==> src/rtl/rf_writeback_ctrl.sv <==
// rf_writeback_ctrl: sole owner of the register file write port. Merges
// in-order pipeline writebacks with buffered M-unit results and keeps the
// busy scoreboard that decode uses to stall on outstanding M-results.
module rf_writeback_ctrl #(
    parameter int unsigned FIFO_DEPTH = 2
) (
    input  logic        clk,
    input  logic        rst,
    input  logic        wb_valid,
    input  logic [4:0]  wb_rd,
    input  logic [31:0] wb_data,
    input  logic        md_issue,
    input  logic [4:0]  md_issue_rd,
    input  logic        md_valid,
    output logic        md_ready,
    input  logic [4:0]  md_rd,
    input  logic [31:0] md_data,
    input  logic [4:0]  rs1_addr,
    input  logic [4:0]  rs2_addr,
    output logic        rs1_busy,
    output logic        rs2_busy,
    output logic        busy_any,
    output logic        rf_we,
    output logic [4:0]  rf_rd_addr,
    output logic [31:0] rf_rd_data
);

    localparam int unsigned PTR_W = (FIFO_DEPTH > 1) ? $clog2(FIFO_DEPTH) : 1;
    localparam int unsigned CNT_W = PTR_W + 1;

    typedef struct packed {
        logic [4:0]  rd;
        logic [31:0] data;
    } md_entry_t;

    md_entry_t        fifo_mem [FIFO_DEPTH];
    logic [PTR_W-1:0] wr_ptr;
    logic [PTR_W-1:0] rd_ptr;
    logic [CNT_W-1:0] count;
    logic             src_md;
    logic [31:0]      busy;
    logic [31:0]      busy_nxt;
    md_entry_t        head;

    logic wb_go;
    logic md_push;
    logic md_pop;

    // Write-port arbitration and FIFO handshake decode
    assign wb_go    = wb_valid && (wb_rd != 5'd0);
    assign md_ready = !rst && (count < CNT_W'(FIFO_DEPTH));
    assign md_push  = md_valid && md_ready && (md_rd != 5'd0);
    assign md_pop   = !wb_go && (count != CNT_W'(0));
    assign head     = fifo_mem[rd_ptr];

    // Scoreboard views for decode; reflect state as of the last edge
    assign rs1_busy = busy[rs1_addr];
    assign rs2_busy = busy[rs2_addr];
    assign busy_any = |busy;

    // Next scoreboard: commit of an M-result clears, issue sets (set wins)
    always_comb begin
        busy_nxt = busy;
        if (rf_we && src_md) begin
            busy_nxt[rf_rd_addr] = 1'b0;
        end
        if (md_issue && (md_issue_rd != 5'd0)) begin
            busy_nxt[md_issue_rd] = 1'b1;
        end
        busy_nxt[0] = 1'b0;
    end

    // Scoreboard register
    always_ff @(posedge clk) begin
        if (rst) begin
            busy <= '0;
        end else begin
            busy <= busy_nxt;
        end
    end

    // M-result buffer storage; contents are don't-care while empty
    always_ff @(posedge clk) begin
        if (md_push) begin
            fifo_mem[wr_ptr] <= md_entry_t'{rd: md_rd, data: md_data};
        end
    end

    // M-result buffer pointers and occupancy
    always_ff @(posedge clk) begin
        if (rst) begin
            wr_ptr <= '0;
            rd_ptr <= '0;
            count  <= '0;
        end else begin
            if (md_push) begin
                wr_ptr <= wr_ptr + PTR_W'(1);
            end
            if (md_pop) begin
                rd_ptr <= rd_ptr + PTR_W'(1);
            end
            if (md_push && !md_pop) begin
                count <= count + CNT_W'(1);
            end else if (!md_push && md_pop) begin
                count <= count - CNT_W'(1);
            end
        end
    end

    // Registered write port: pipeline first, then FIFO head, else idle hold
    always_ff @(posedge clk) begin
        if (rst) begin
            rf_we      <= 1'b0;
            rf_rd_addr <= 5'd0;
            rf_rd_data <= 32'd0;
            src_md     <= 1'b0;
        end else if (wb_go) begin
            rf_we      <= 1'b1;
            rf_rd_addr <= wb_rd;
            rf_rd_data <= wb_data;
            src_md     <= 1'b0;
        end else if (md_pop) begin
            rf_we      <= 1'b1;
            rf_rd_addr <= head.rd;
            rf_rd_data <= head.data;
            src_md     <= 1'b1;
        end else begin
            rf_we      <= 1'b0;
            src_md     <= 1'b0;
        end
    end

endmodule

==> config.mk <==
export PLATFORM = sky130hd
export DESIGN_NAME = rf_writeback_ctrl
export DESIGN_NICKNAME = d
export VERILOG_FILES = /design/src/rtl/rf_writeback_ctrl.sv
export SDC_FILE = /design/constraint.sdc
export NUM_CORES = 1
export LEC_CHECK = 0
export BUFFER_PORTS_ARGS = -buffer_cell sky130_fd_sc_hd__buf_2
export CAP_MARGIN = 20
export CORE_MARGIN = 2
export CORE_UTILIZATION = 27
export DETAILED_ROUTE_END_ITERATION = 12
export PLACE_DENSITY_LB_ADDON = 0.2
export SLEW_MARGIN = 20
export SYNTH_ARGS = -nofsm -noshare
export SYNTH_HDL_FRONTEND = slang
export SYNTH_SLANG_ARGS = --single-unit
==> constraint.sdc <==
create_clock -name clk -period 4.9 [get_ports clk]
set_input_delay 0.735 -clock clk [delete_from_list [all_inputs] [get_ports clk]]
set_output_delay 0.735 -clock clk [all_outputs]
set_load 0.1 [all_outputs]
==> impl_metrics.json <==
{
  "grt_overflow": 0,
  "muxShareOfSynthArea": 0.107,
  "finalPower_mw": 4.19,
  "hold_class": "reg -> reg",
  "path_max_fanout": 10,
  "endpoint": "rs1_busy",
  "wl_per_cell_um": 16.4,
  "cts.htree.levels": 4,
  "vdd_drop_max_uv": 272,
  "n_fill_cell": 2491,
  "power_leakage_nw": 2.95,
  "fin_tns_setup_ns": 0,
  "grt_max_degree": 76,
  "finalHoldViolCount": 0,
  "synth-compound-area-share": 0.147,
  "layout_commonest_cell": "buf_2",
  "finalCritPeriodShare": 0.581,
  "yosysWarnings": 0,
  "required_ns": 4.16,
  "vias": 4970,
  "cts_root_buf": "clkbuf_16",
  "antenna_found_initial": 3,
  "reg2reg_slack_ns": 2.85,
  "worstMarginPinSlew_ns": 0.825,
  "timing.hold.ws_ns": 0.502,
  "post_cts_buffers": 0,
  "rr_worst_depth": 4,
  "rr_endpoint": "fifo_mem[1][3]",
  "cts_hold_buf": 0,
  "drive_above_1_share": 0.256,
  "yosys.area_share.simple": 0.130,
  "multi_input_comb_area_um2": 2530,
  "io_buffers": 135,
  "ctsResizeCount": 0,
  "fin_nets": 815,
  "synth-seq-area-share": 0.581,
  "syn_area_per_cell_um2": 10.7,
  "fin_skew_ns": 0.0105,
  "outcome": "finished, final reports clean",
  "synth_fa_ha_area_frac": 0.00195,
  "clkSlewWorstSetupHoldPaths_ns": 0.06,
  "cap_violations": 0,
  "grt_pass1_vias": 4876,
  "dieArea_um2": 25000,
  "crit_type": "in -> out",
  "drt_iter0_drc": 279,
  "most-common-layout-cells": "buf_2, nand2_1, a21oi_1, dfxtp_1, edfxtp_1",
  "max-slew-margin-rel": 0.450,
  "netlist_instances": 598,
  "finalNonFillerCells": 1053,
  "gp_congestion": 0.824,
  "fp.dieH_um": 158,
  "synthDistinctLibCells": 40,
  "rsz0062_at_grt": "no",
  "placed_area_um2": 7380,
  "first_pass_iters": 4,
  "fin_crit_ns": 2.85,
  "grt_pass1_wl_mm": 26.9,
  "stdcell_area_um2": 8010,
  "num_io_pins": 136,
  "drv_slew": 0,
  "end_kind": "output port",
  "powerDensity_nw_per_um2": 523,
  "synth_seq_cells": 149,
  "route.antenna.remaining_nets": 0,
  "initial_utilization": 0.274,
  "clock-sinks": 149,
  "cp.arrival_ns": 2.11,
  "regArea_um2": 3720,
  "hpwl_mm": 11.5,
  "area_delta_synth_final_pct": 25.1,
  "drc": 0,
  "crit-reg2reg-launch": "count[1]",
  "place_inst": 1020,
  "synth_top_family_by_area": "compound AO/OA/AOI/OAI gates",
  "wl_mm": 17.2,
  "num_rows": 56,
  "grt_usage": 0.142,
  "insertion_delay_ns": 0.42,
  "die_w_um": 158,
  "cts_inserted_buffers": 17,
  "synth_nets": 693,
  "clk_path_buf_depth": 2,
  "setup_viol": 0,
  "synthesis.area_um2": 6400,
  "fmax_mhz": 351,
  "startpoint_type": "input port",
  "synth-xor-area-share": 0.00410,
  "crit_path_start": "rs1_addr[1]",
  "cts_tree": "built",
  "via_per_inst": 4.72,
  "core_um2": 23400
}
[through the flow]
step / worst slack (ns) / util
after global routing: 1.95 / 0.342
after global placement: 1.91 / 0.315
after floorplan: 0.358 / -
final: 2.05 / 0.342
after CTS: 2.05 / 0.342
after detailed placement: 1.87 / 0.315
[final cells by class]
cell class,count,area share
sequential,149,0.465
multi-input combinational,407,0.315
timing repair buffer,141,0.0900
clock buffer,18,0.0548
tap,319,0.0498
clock inverter,14,0.0228
inverter,4,0.00187
antenna,1,0.000312
[power by group]
| part | leakage, nW | internal [mW] | total, mW | switching (mW) |
|---|---|---|---|---|
| clock network | 0.307 | 0.792 | 1.36 | 0.570 |
| logic | 1.36 | 0.315 | 1.30 | 0.983 |
| registers | 1.29 | 1.45 | 1.53 | 0.0815 |
[per-layer routing]
| layer | GRT usage | part of all wire |
|---|---|---|
| met5 | 0 | 0.0017 |
| met4 | 0.0408 | 0.012 |
| met3 | 0.0482 | 0.066 |
| met2 | 0.220 | 0.47 |
| met1 | 0.187 | 0.45 |
[logic make-up after synthesis]
group	after synthesis
compound gates	161
xor+xnor	3
fa+ha+maj	1
buf+inv	42
flops	149
mux	61
simple gates	181
[synth_stat cells]
| library cell | number | share of area |
|---|---|---|
| nand2_1 | 113 | 0.066 |
| a21oi_1 | 78 | 0.061 |
| dfxtp_1 | 75 | 0.23 |
| edfxtp_1 | 74 | 0.35 |
| mux2i_1 | 55 | 0.086 |
| o211ai_1 | 40 | 0.047 |
| o21ai_0 | 33 | 0.026 |
| clkbuf_1 | 22 | 0.013 |
| nor2_1 | 15 | 0.0088 |
| buf_2 | 10 | 0.0078 |
| nand3_1 | 9 | 0.0070 |
| nor4_1 | 7 | 0.0068 |
| mux4_2 | 6 | 0.021 |
| a22oi_1 | 4 | 0.0047 |
| buf_1 | 4 | 0.0023 |
| inv_1 | 4 | 0.0023 |
| nand2b_1 | 4 | 0.0039 |
| nand4_1 | 4 | 0.0039 |
| nor2b_1 | 4 | 0.0039 |
| nor3b_1 | 4 | 0.0047 |
| or3_1 | 4 | 0.0039 |
| and3b_1 | 3 | 0.0041 |
| nand3b_1 | 3 | 0.0035 |
| a211oi_1 | 2 | 0.0023 |
| and3_1 | 2 | 0.0020 |
| nand4b_1 | 2 | 0.0027 |
| o2111ai_1 | 2 | 0.0027 |
| or4_1 | 2 | 0.0023 |
| xor2_1 | 2 | 0.0027 |
| and4_1 | 1 | 0.0014 |
| buf_4 | 1 | 0.0012 |
| buf_6 | 1 | 0.0018 |
| ha_1 | 1 | 0.0020 |
| nor3_1 | 1 | 0.00078 |
| o21a_4 | 1 | 0.0023 |
| o21ai_2 | 1 | 0.0014 |
| or2_2 | 1 | 0.00098 |
| or3b_2 | 1 | 0.0014 |
| or4_4 | 1 | 0.0018 |
| xnor2_1 | 1 | 0.0014 |
[critical path: stages]
cell and delay (ns):
buf_2 0.21, mux4_2 0.51, nand2b_1 0.15, o211ai_1 0.09, nand4_1 0.10, buf_2 0.30
[registers in the layout (all words and copies together), names as in the netlist, named ones only]
signal and count:
rf_rd_addr 5, fifo_mem 74, busy 31, src_md 1
rf_rd_data 32, count 2, rd_ptr 1, wr_ptr 1
rf_we 1
[worst min-delay path by stage]
stage                      from               to  slack [ns]  depth (start not counted)
floorplan               busy[4]          busy[4]        0.47                          2
global placement         rd_ptr             flop        0.50                          2
detailed placement       rd_ptr             flop        0.50                          2
CTS                 md_data[18]  fifo_mem[1][18]        0.48                          1
global route        md_data[18]  fifo_mem[1][18]        0.47                          1
finish                   rd_ptr             flop        0.50                          2
No activity file was read; power rests on OpenSTA's default activity.
